==> src/rtl/stopwatch_ctrl.sv <==
// Stopwatch controller: rising-edge key detect, IDLE/RUN/PAUSE state machine,
// centisecond prescaler and an MM:SS.cc BCD time counter with rollover pulse.
module stopwatch_ctrl #(
  parameter int TICK_DIV = 500000,
  parameter int PRE_W    = 19
) (
  input  logic        clk,
  input  logic        reset,
  input  logic        key_start,
  input  logic        key_clear,
  output logic [23:0] time_bcd,
  output logic        running,
  output logic        wrap
);

  typedef enum logic [1:0] {
    IDLE  = 2'b00,
    RUN   = 2'b01,
    PAUSE = 2'b10
  } state_t;

  localparam logic [PRE_W-1:0] PRE_LAST  = PRE_W'(TICK_DIV - 1);
  localparam logic [23:0]      TIME_LAST = 24'h595999;

  state_t           state, state_nxt;
  logic             start_prev, clear_prev;
  logic             start_edge, clear_edge;
  logic [PRE_W-1:0] pre_cnt, pre_nxt;
  logic [23:0]      time_q, time_nxt;
  logic             tick, time_clr, wrap_nxt;

  // Digits from c_lo upward; the tens-of-seconds and tens-of-minutes digits stop at 5.
  function automatic logic [23:0] bcd_inc(input logic [23:0] t);
    logic [23:0] r;
    logic        carry;
    logic [3:0]  dmax;
    r     = t;
    carry = 1'b1;
    for (int d = 0; d < 6; d++) begin
      dmax = ((d == 3) || (d == 5)) ? 4'd5 : 4'd9;
      if (carry) begin
        if (r[d*4 +: 4] >= dmax) begin
          r[d*4 +: 4] = 4'd0;
        end else begin
          r[d*4 +: 4] = r[d*4 +: 4] + 4'd1;
          carry       = 1'b0;
        end
      end
    end
    return r;
  endfunction

  assign start_edge = key_start & ~start_prev;
  assign clear_edge = key_clear & ~clear_prev;

  always_comb begin
    state_nxt = state;
    pre_nxt   = pre_cnt;
    time_clr  = 1'b0;
    tick      = (state == RUN) && (pre_cnt == PRE_LAST);
    if (state == RUN) begin
      pre_nxt = tick ? '0 : pre_cnt + 1'b1;
    end
    case (state)
      IDLE: begin
        if (start_edge) begin
          state_nxt = RUN;
          pre_nxt   = '0;
        end
        if (clear_edge) time_clr = 1'b1;
      end
      RUN: begin
        if (start_edge) state_nxt = PAUSE;
      end
      PAUSE: begin
        // Clear wins over a start edge arriving on the same cycle.
        if (clear_edge) begin
          state_nxt = IDLE;
          pre_nxt   = '0;
          time_clr  = 1'b1;
        end else if (start_edge) begin
          state_nxt = RUN;
        end
      end
      default: begin
        state_nxt = IDLE;
        pre_nxt   = '0;
        time_clr  = 1'b1;
      end
    endcase
    time_nxt = time_clr ? '0 : (tick ? bcd_inc(time_q) : time_q);
    wrap_nxt = tick && (time_q == TIME_LAST);
  end

  // Key history resets high so a key held through reset release is not an edge.
  always_ff @(posedge clk or negedge reset) begin
    if (!reset) begin
      state      <= IDLE;
      start_prev <= 1'b1;
      clear_prev <= 1'b1;
      pre_cnt    <= '0;
      time_q     <= '0;
      wrap       <= 1'b0;
    end else begin
      state      <= state_nxt;
      start_prev <= key_start;
      clear_prev <= key_clear;
      pre_cnt    <= pre_nxt;
      time_q     <= time_nxt;
      wrap       <= wrap_nxt;
    end
  end

  assign time_bcd = time_q;
  assign running  = (state == RUN);

endmodule

==> config.mk <==
export PLATFORM = sky130hd
export DESIGN_NAME = stopwatch_ctrl
export DESIGN_NICKNAME = d
export VERILOG_FILES = /design/src/rtl/stopwatch_ctrl.sv
export SDC_FILE = /design/constraint.sdc
export NUM_CORES = 1
export LEC_CHECK = 0
export ABC_AREA = 1
export CAP_MARGIN = 40
export CORE_MARGIN = 3
export CORE_UTILIZATION = 61
export DETAILED_ROUTE_END_ITERATION = 10
export PLACE_DENSITY = 0.85
export SETUP_SLACK_MARGIN = 0.2
export SLEW_MARGIN = 10
export SYNTH_ARGS = -nofsm -noshare
export SYNTH_HDL_FRONTEND = slang
export SYNTH_SLANG_ARGS = --single-unit
==> constraint.sdc <==
create_clock -name clk -period 4.6 [get_ports clk]
set_input_delay 1.15 -clock clk [delete_from_list [all_inputs] [get_ports clk]]
set_output_delay 1.15 -clock clk [all_outputs]
set_load 0.01 [all_outputs]
==> metrics.yaml <==
run_status:
  run_status: "completed"
timing:
  rsz0062_at_grt: "false"
  period_share: 0.640
  hold_viol_final: 0
  setup_viol: 0
  slew-limit-headroom: 0.668
  tightest_slew_ps: 497
  min_period_ps: 2940
  skew_ps: 4.09
  fmax_mhz: 340
  holdWs_ps: 553
  setup_ws_ps: 1660
  fin_tns_setup_ps: 0
  maxSlewViolCount: 0
synth:
  synth_top_area_share: 0.393
  synth_edf_count: 0
  yosysMostFrequentCell: "nand2_1"
  ys_types: 34
  netlist_area_sq_um: 2930
  yosys.area_share.xor_xnor: 0.0508
  postSynthAreaPerCell_sq_um: 7.98
  synth_adder_area_share: 0.0812
  yosys-top-cells-area: "dfrtp_1, nand2_1, ha_1"
  synth_common_cells: "nand2_1, dfrtp_1, inv_1, nor2_1, nand3_1"
  synthArstFlopShare: 1.00
  synth-seq-area-share: 0.411
  dominantRegCellSynth: "dfrtp_1"
  yosys_warnings: 0
  synth-compound-area-share: 0.0803
  synth_mux_area_frac: 0
  netlist_instances: 367
  synth_top_area_cell: "dfrtp_1"
  yosys.area_share.simple: 0.308
  synth-seq-cells: 48
  synth_top_family_by_area: "simple AND/OR/NAND/NOR gates"
  syn_nets: 390
floorplanning:
  dieArea_sq_um: 5670
  core-area_sq_um: 4500
  start_util: 0.650
  fp.dieH_um: 75.3
  dieWidth_um: 75.3
  rows: 24
  boundaryPins: 30
worst_setup_path:
  arrival_ps: 1790
  timing.rr.start: "pre_cnt[0]"
  cp_num_buf_inv: 2
  slowest_stage: "clkdlybuf4s50_1"
  crit_path_max_fanout: 11
  start_kind: "flip-flop"
  crit_family: "buffers and inverters"
  worstSetupStartpoint: "state[0]"
  worst_setup_path_end_kind: "output pin"
  cp_cell_sequence: "inv_2 -> nor2_4 -> clkdlybuf4s50_1"
  crit_type: "flip-flop to output pin"
  worstPathRequired_ps: 3450
  cpPeakStageDelay_ps: 600
global_routing:
  antenna_found_initial: 0
  overflow: 0
  grtUsageMet2: 0.412
  grt_pass1_vias: 2424
  grt_usage: 0.239
  grtUsageMet3: 0.0422
  grt_max_degree: 35
  busiest_layer: "met2"
  grt_pass1_wl_um: 10400
  gr-usage-met1: 0.298
route:
  viasPerCell: 5.37
  avgRoutedWirePerCell_um: 13.2
  initialDrtViolationCount: 116
  num_vias: 2440
  drc: 0
  drt_wl_total_um: 6010
  drt_pass1_iterations: 4
  route.antenna.remaining_nets: 0
cells_and_area:
  drive_gt1_frac: 0.0995
  fillCellCount: 340
  multi_input_area_sq_um: 1520
  antenna_cells: 0
  nNetsFinal: 424
  finish.utilization: 0.751
  syn2layout_area_growth_pct: 15.5
  regArea_sq_um: 1200
  design_area_sq_um: 3380
placed_design:
  place_ws_ps: 1740
  gp_congestion: 0.878
  port_buffers: 29
  place_area_sq_um: 3270
  dp_hpwl_um: 4520
clocking:
  cts_setup_buffers: 0
  cts.sinks: 48
  cts_hold_buf: 0
  ctsResizeCount: 0
  clock_latency_ps: 300
  cts.clk_slew.worst_paths_ps: 90
  cts_buffers: 5
  cts_htree_levels: 2
  cts_buffer_depth: 2
  cts_tree: "done"
  clock-root-buffer: "clkbuf_8"
power:
  leakage_nw: 1.59
  ir_worst_vdd_mv: 0.315
  power_density_nw_per_um2: 422
worst_hold_path:
  hp-start: "time_bcd[13]"
  holdCritPathClass: "flip-flop to flip-flop"
job:
  cap_violations: 0
-- cell families after synthesis --
group / after synthesis
compound gates: 35
fa+ha+maj: 19
simple gates: 199
flops: 48
buf+inv: 49
xor+xnor: 17
-- routing by layer --
metal	share of wire	vias up	routed length [um]
li1	-	1240	-
met2	0.50	52	3000
met5	0	-	0
met4	0.023	0	140
met3	0.036	12	216
met1	0.44	1136	2650
-- through the flow --
step | power (W) | cells
floorplan | 0.000935 | 367
global placement | 0.00110 | 445
detailed placement | 0.00113 | 446
CTS | 0.00144 | 454
global route | 0.00153 | 454
finish | 0.00143 | 454
-- where the power goes --
group          total, W  switching (W)  internal, W
Combinational  0.000546       0.000319     0.000227
Clock          0.000302       0.000141     0.000161
Sequential     0.000580      0.0000956     0.000485
-- sequential cells by signal, summed over array words and instances (netlist names) --
signal	cells
start_prev	1
state	2
time_bcd	24
clear_prev	1
wrap	1
pre_cnt	19
-- area by class of cell --
class                           instances  area share
Clock inverter                          3      0.0126
Sequential cell                        48       0.356
Timing Repair Buffer                   30      0.0902
Inverter                               46      0.0518
Multi-Input combinational cell        270       0.450
Tap cell                               52      0.0192
Clock buffer                            5      0.0203
-- placed cells by master, fill, tap and decap left out, drive strengths merged, types with 4 or more instances in the layout --
cell and count:
o21ai 19, ha 19, a21oi 12, nand3 29, nor3 12, dfrtp 46, nand4 8, clkdlybuf4s50 28
xor2 13, or2 4, inv 46, xnor2 4, nand2 97, clkbuf 5, nor2 45
-- path summary, 6_finish.rpt --
path	end	slack, ps	cells after the start
worst max-delay path	running	1660	3
worst min-delay path	time_bcd[13]	550	2
worst max register to register	pre_cnt[15]	2590	8
worst min register to register	time_bcd[13]	550	2
max in group asynchronous	pre_cnt[15]	3340	2
min in group asynchronous	state[1]	760	1
-- tightest hold or removal path, cell delays in order, from the launching register on --
cell     delay (ps)
dfrtp_1         390
nand2_1          70
nand2_1          60
(Power assumes the default switching activity.)
